--- src/rtl/bin2bcd_pkg.sv ---
// Shared definitions for the sequential binary-to-BCD converter:
// the FSM state encoding and the BCD digit width.
package bin2bcd_pkg;

    localparam int BCD_DIGIT_W = 4;

    typedef enum logic [1:0] {
        IDLE  = 2'd0,
        SHIFT = 2'd1,
        DONE  = 2'd2
    } state_t;

endpackage

--- src/rtl/bin2bcd_digit.sv ---
// Combinational double-dabble digit corrector: adds 3 to a BCD digit
// of 5 or more so that the following left shift carries correctly.
module bin2bcd_digit
    import bin2bcd_pkg::*;
(
    input  logic [BCD_DIGIT_W-1:0] din,
    output logic [BCD_DIGIT_W-1:0] dout
);

    // Correct the digit ahead of the shift.
    always_comb begin
        dout = din;
        if (din >= BCD_DIGIT_W'(5)) begin
            dout = din + BCD_DIGIT_W'(3);
        end
    end

endmodule

--- src/rtl/bin2bcd_seq.sv ---
// Sequential shift-add-3 (double-dabble) binary-to-BCD converter.
// One operand is accepted in IDLE, converted over W SHIFT cycles, and the
// result is held in DONE until the consumer takes it.
// Optional leading-zero blanking is enabled by defining BIN2BCD_SEQ_LZB_EN;
// without it the blank port is tied to zero.
module bin2bcd_seq
    import bin2bcd_pkg::*;
#(
    parameter int W = 18,
    parameter int D = 6
) (
    input  logic                     clk,
    input  logic                     rst,
    input  logic                     in_valid,
    output logic                     in_ready,
    input  logic [W-1:0]             bin,
    output logic                     out_valid,
    input  logic                     out_ready,
    output logic [BCD_DIGIT_W*D-1:0] bcd,
    output logic [D-1:0]             blank,
    output logic                     busy
);

    localparam int CW = $clog2(W + 1);
    localparam int AW = BCD_DIGIT_W * D;

    function automatic longint unsigned pow10(input int n);
        longint unsigned p;
        p = 64'd1;
        for (int i = 0; i < n; i++) begin
            p = p * 64'd10;
        end
        return p;
    endfunction

    if (W < 4 || W > 32) begin : g_bad_w
        $error("bin2bcd_seq: W=%0d outside legal range 4..32", W);
    end

    if (pow10(D) <= ((64'd1 << W) - 64'd1)) begin : g_bad_d
        $error("bin2bcd_seq: D=%0d digits cannot hold a %0d-bit value", D, W);
    end

    state_t         state, state_nxt;
    logic [AW-1:0]  acc;
    logic [AW-1:0]  acc_adj;
    logic [AW-1:0]  acc_nxt;
    logic [W-1:0]   opr;
    logic [CW-1:0]  cnt;
    logic [AW-1:0]  bcd_q;
    logic           accept;
    logic           last_iter;

    assign accept    = (state == IDLE) && in_valid;
    assign last_iter = (cnt == CW'(1));

    for (genvar i = 0; i < D; i++) begin : g_digit
        bin2bcd_digit u_digit (
            .din  (acc[BCD_DIGIT_W*i +: BCD_DIGIT_W]),
            .dout (acc_adj[BCD_DIGIT_W*i +: BCD_DIGIT_W])
        );
    end

    // Corrected accumulator shifted left, pulling in the operand MSB.
    assign acc_nxt = {acc_adj[AW-2:0], opr[W-1]};

    // FSM state register.
    always_ff @(posedge clk or posedge rst) begin
        if (rst) begin
            state <= IDLE;
        end else begin
            state <= state_nxt;
        end
    end

    // FSM next state and handshake/status outputs.
    always_comb begin
        state_nxt = state;
        in_ready  = 1'b0;
        out_valid = 1'b0;
        busy      = 1'b0;
        case (state)
            IDLE: begin
                in_ready = 1'b1;
                if (in_valid) begin
                    state_nxt = SHIFT;
                end
            end
            SHIFT: begin
                busy = 1'b1;
                if (last_iter) begin
                    state_nxt = DONE;
                end
            end
            DONE: begin
                out_valid = 1'b1;
                if (out_ready) begin
                    state_nxt = IDLE;
                end
            end
            default: begin
                state_nxt = IDLE;
            end
        endcase
    end

    // Working accumulator and operand shift register (data only, no reset).
    always_ff @(posedge clk) begin
        if (accept) begin
            opr <= bin;
            acc <= '0;
        end else if (state == SHIFT) begin
            acc <= acc_nxt;
            opr <= {opr[W-2:0], 1'b0};
        end
    end

    // Iteration counter and result register; the result only changes on
    // the final shift so partial sums never reach the bcd port.
    always_ff @(posedge clk or posedge rst) begin
        if (rst) begin
            cnt   <= '0;
            bcd_q <= '0;
        end else begin
            if (accept) begin
                cnt <= CW'(W);
            end else if (state == SHIFT) begin
                cnt <= cnt - CW'(1);
            end
            if (state == SHIFT && last_iter) begin
                bcd_q <= acc_nxt;
            end
        end
    end

    assign bcd = bcd_q;

`ifdef BIN2BCD_SEQ_LZB_EN
    logic [D-1:0] blank_nxt;
    logic [D-1:0] blank_q;

    // Leading-zero flags of the final result, scanning down from the MSD.
    always_comb begin
        logic zrun;
        zrun      = 1'b1;
        blank_nxt = '0;
        for (int i = D - 1; i > 0; i--) begin
            zrun         = zrun & (acc_nxt[BCD_DIGIT_W*i +: BCD_DIGIT_W] == '0);
            blank_nxt[i] = zrun;
        end
    end

    // Blank flags registered alongside the result.
    always_ff @(posedge clk or posedge rst) begin
        if (rst) begin
            blank_q <= '0;
        end else if (state == SHIFT && last_iter) begin
            blank_q <= blank_nxt;
        end
    end

    assign blank = blank_q;
`else
    assign blank = '0;
`endif

endmodule
--- config.mk ---
export PLATFORM = sky130hd
export DESIGN_NAME = bin2bcd_seq
export DESIGN_NICKNAME = d
export VERILOG_FILES = /design/src/rtl/bin2bcd_pkg.sv /design/src/rtl/bin2bcd_digit.sv /design/src/rtl/bin2bcd_seq.sv
export SDC_FILE = /design/constraint.sdc
export NUM_CORES = 1
export LEC_CHECK = 0
export CAP_MARGIN = 40
export CORE_MARGIN = 5
export CORE_UTILIZATION = 45
export DETAILED_ROUTE_END_ITERATION = 10
export PLACE_DENSITY = 0.72
export SLEW_MARGIN = 15
export SYNTH_ARGS = -nofsm -noshare
export SYNTH_HDL_FRONTEND = slang
export SYNTH_SLANG_ARGS = --single-unit
--- constraint.sdc ---
create_clock -name clk -period 3.7 [get_ports clk]
set_input_delay 0.555 -clock clk [delete_from_list [all_inputs] [get_ports clk]]
set_output_delay 0.555 -clock clk [all_outputs]
set_load 0.02 [all_outputs]
==> flow_summary.yaml <==
pwr:
  p_sw_mw: 1.38
  comb_power_share_pct: 44.6
  power.density_nw_per_um2: 882
  power_frac_clock_pct: 14.6
  pwr-share-seq_pct: 40.8
  power.internal_mw: 2.18
  netSwitchingFraction_pct: 38.8
  vdd_ir_drop_max_v: 0.000390
  p_leak_nw: 1.79
critical_path:
  crit_path_max_incr_delay_ns: 0.67
  cp_num_buf_inv: 3
  worstReg2RegStart: "state[1]"
  rrSetupSlack_ns: 1.59
  cp.required_ns: 3.14
  cp_cell_sequence: "nand2b_1 > buf_4 > inv_2 > clkdlybuf4s50_1"
  reg2reg_depth: 5
  worst_ep_arrival_time_ns: 2.05
  crit_slowest_cell: "clkdlybuf4s50_1"
  crit_family: "buffers and inverters"
  cp_max_fo: 24
  cp-start-kind: "register"
  endpoint_kind: "output pin"
  path_class: "reg2out"
  r2r_end: "bcd[6]"
sta:
  finClkSkew_ns: 0.00650
  holdWs_ns: 0.476
  finalSetupViolCount: 0
  hold_violations: 0
  grt_setup_unrepaired: "false"
  finalSetupTns_ns: 0
  timing.final.crit_share_pct: 70.5
  slew_headroom_pct: 51.0
  period_minus_slack_ns: 2.61
  timing.fmax_mhz: 383
  timing.final.max_slew_violations: 0
  worst_slew_pin_slew_ns: 0.733
clocking:
  tritoncts: "done"
  cts_resized: 0
  cts_root_buf: "clkbuf_8"
  cts_buffers: 9
  worstSkewPairLatency_ns: 0.34
  cts.sinks: 73
  htree_num_levels: 3
  cts_buffer_depth: 2
  clk_pin_slew_ns: 0.07
  cts_setup_buffers: 0
  cts_hold_buf: 0
min_path:
  hold_end: "bcd[23]"
  min_path_cells: 2
  holdCritPathClass: "reg2reg"
  hp-start: "bcd[23]"
drt:
  routedWlPerCell_um: 13.1
  drt_iter0_markers: 130
  post_drt_via_cell_ratio: 4.94
  vias: 2418
  drt_wl_total_mm: 6.38
  antenna_left: 0
  drcViolationCount: 0
  firstDrtPassIters: 5
final_layout:
  nFillCells: 649
  mostFrequentLayoutCell: "nand2_1"
  final_cell_mix: "nand2_1, clkdlybuf4s50_1, o21ai_0, dfrtp_1, dfxtp_1"
  layout-drive-gt1-share_pct: 7.69
  fin_nets: 421
  area_growth_pct: 21.2
  diodes: 0
  final_cells: 489
place:
  portBuffers: 48
  hpwlAfterDp_mm: 4.49
  place_congestion: 0.742
  dp.cells: 473
grt:
  grt-ovfl-total: 0
  grt_max_degree: 43
  grt_usage_pct: 15.3
  antenna_found_initial: 0
  grt_pass1_vias: 2361
  met3_usage_pct: 3.13
  met2_usage_pct: 24.5
  grt_pass1_wl_mm: 10.9
  grtUsageMet1_pct: 20.1
  grt-busiest-layer: "met2"
logic_synthesis:
  synthAdderAreaFrac_pct: 5.26
  yosys.area_share.simple_pct: 16.5
  synth_top_family_by_area: "simple AND/OR/NAND/NOR gates"
  yosys-mux-area-fraction_pct: 4.73
  yosys.cell_types.count: 33
  synth_edf_count: 18
  async_flop_share_pct: 42.5
  yosysWarnings: 0
  avgSynthCellArea_um2: 9.92
  synth-main-ff-cell: "dfrtp_1"
  syn_area_um2: 3330
  synth-xor-area-share_pct: 2.10
  synth_compound_area_share_pct: 12.1
  netlist_instances: 336
  yosysSeqAreaShare_pct: 53.9
  ys_ff_latch: 73
die:
  die_x_um: 96.1
  rows: 31
  die-area_um2: 9230
  die_h_um: 96.1
  core_um2: 7210
  ios: 55
  initial_core_util_pct: 46.2
run:
  max-cap-violations: 0
status:
  outcome: "finished, final reports clean"
==> routing by layer <==
layer | part of all wire (%) | up-vias
met1 | 47 | 1140
met2 | 48 | 41
met5 | 0 | -
met3 | 3.3 | 7
met4 | 1.6 | 0
li1 | - | 1230
==> registers in the layout (all words and copies together), names as in the netlist <==
signal / flops
opr: 18
acc: 24
bcd: 24
cnt: 5
state: 2
==> cells in the mapped netlist (2+ instances only) <==
| cell | count | area (um2) |
|---|---|---|
| nand2_1 | 79 | 297 |
| o21ai_0 | 36 | 180 |
| dfrtp_1 | 31 | 776 |
| dfxtp_1 | 24 | 480 |
| edfxtp_1 | 18 | 541 |
| inv_1 | 17 | 63.8 |
| a21oi_1 | 16 | 80.1 |
| ha_1 | 14 | 175 |
| o22ai_1 | 11 | 68.8 |
| nor3b_1 | 10 | 75.1 |
| nand2b_1 | 8 | 50.1 |
| nor3_1 | 8 | 40.0 |
| xnor2_1 | 8 | 70.1 |
| clkbuf_1 | 7 | 26.3 |
| a22o_1 | 6 | 52.6 |
| buf_4 | 6 | 45.0 |
| mux2i_1 | 6 | 60.1 |
| nand3_1 | 6 | 30.0 |
| buf_2 | 5 | 25.0 |
| mux2_4 | 5 | 75.1 |
| mux2_2 | 2 | 22.5 |
| nor2_1 | 2 | 7.51 |
==> worst reg2reg max path: cells and delay by family (launching register included) <==
kind	cells	cell delay [ns]
and+or+nand+nor	2	0.64
buffers and inverters	2	0.48
muxes	1	0.46
DFF	1	0.41
==> cells by family (layout without fill, tap and decap cells) <==
kind of cell	after synthesis	count (layout)
mux	13	13
buf+inv	37	86
compound gates	72	72
other cells	1	6
flops	73	73
simple gates	118	118
xor+xnor	8	8
fa+ha+maj	14	14
==> power groups by stage <==
| stage | Clock (mW) | Combinational (mW) | Sequential (mW) |
|---|---|---|---|
| 6_report | 0.519 | 1.59 | 1.45 |
| 5_1_grt | 0.573 | 1.79 | 1.51 |
| 4_1_cts | 0.534 | 1.61 | 1.45 |
| 3_5_place_dp | 0 | 1.60 | 1.47 |
| 3_3_place_gp | 0 | 1.55 | 1.45 |
| 2_1_floorplan | 0 | 0.995 | 1.55 |
==> area by class of cell <==
cell class / instances / area [um2] / area share (%)
inverter: 18 / 67.6 / 1.67
clock inverter: 7 / 37.5 / 0.929
clock buffer: 9 / 124 / 3.07
timing repair buffer: 52 / 510 / 12.6
tap: 99 / 124 / 3.07
multi-input combinational: 231 / 1380 / 34.1
sequential: 73 / 1800 / 44.5
==> per-stage QoR <==
stage	setup WS [ns]	cell area, um2	util, %	total power, mW
floorplan	1.82	3350	-	2.54
global placement	1.33	3880	53.7	3.01
detailed placement	1.29	3880	53.7	3.07
CTS	1.08	4040	56.0	3.60
global route	0.991	4040	56.0	3.87
finish	1.09	4040	56.0	3.56
==> worst max-delay path by stage <==
stage / slack [ns] / cells after the start / endpoint / start
2_1_floorplan: 1.82 / 3 / opr[0] / in_valid
3_3_place_gp: 1.33 / 5 / opr[4] / in_valid
3_5_place_dp: 1.29 / 5 / opr[17] / in_valid
4_1_cts: 1.08 / 4 / busy / state[1]
5_1_grt: 0.99 / 4 / busy / state[1]
6_report: 1.09 / 4 / busy / state[1]
Power figures use the tool's default switching activity.
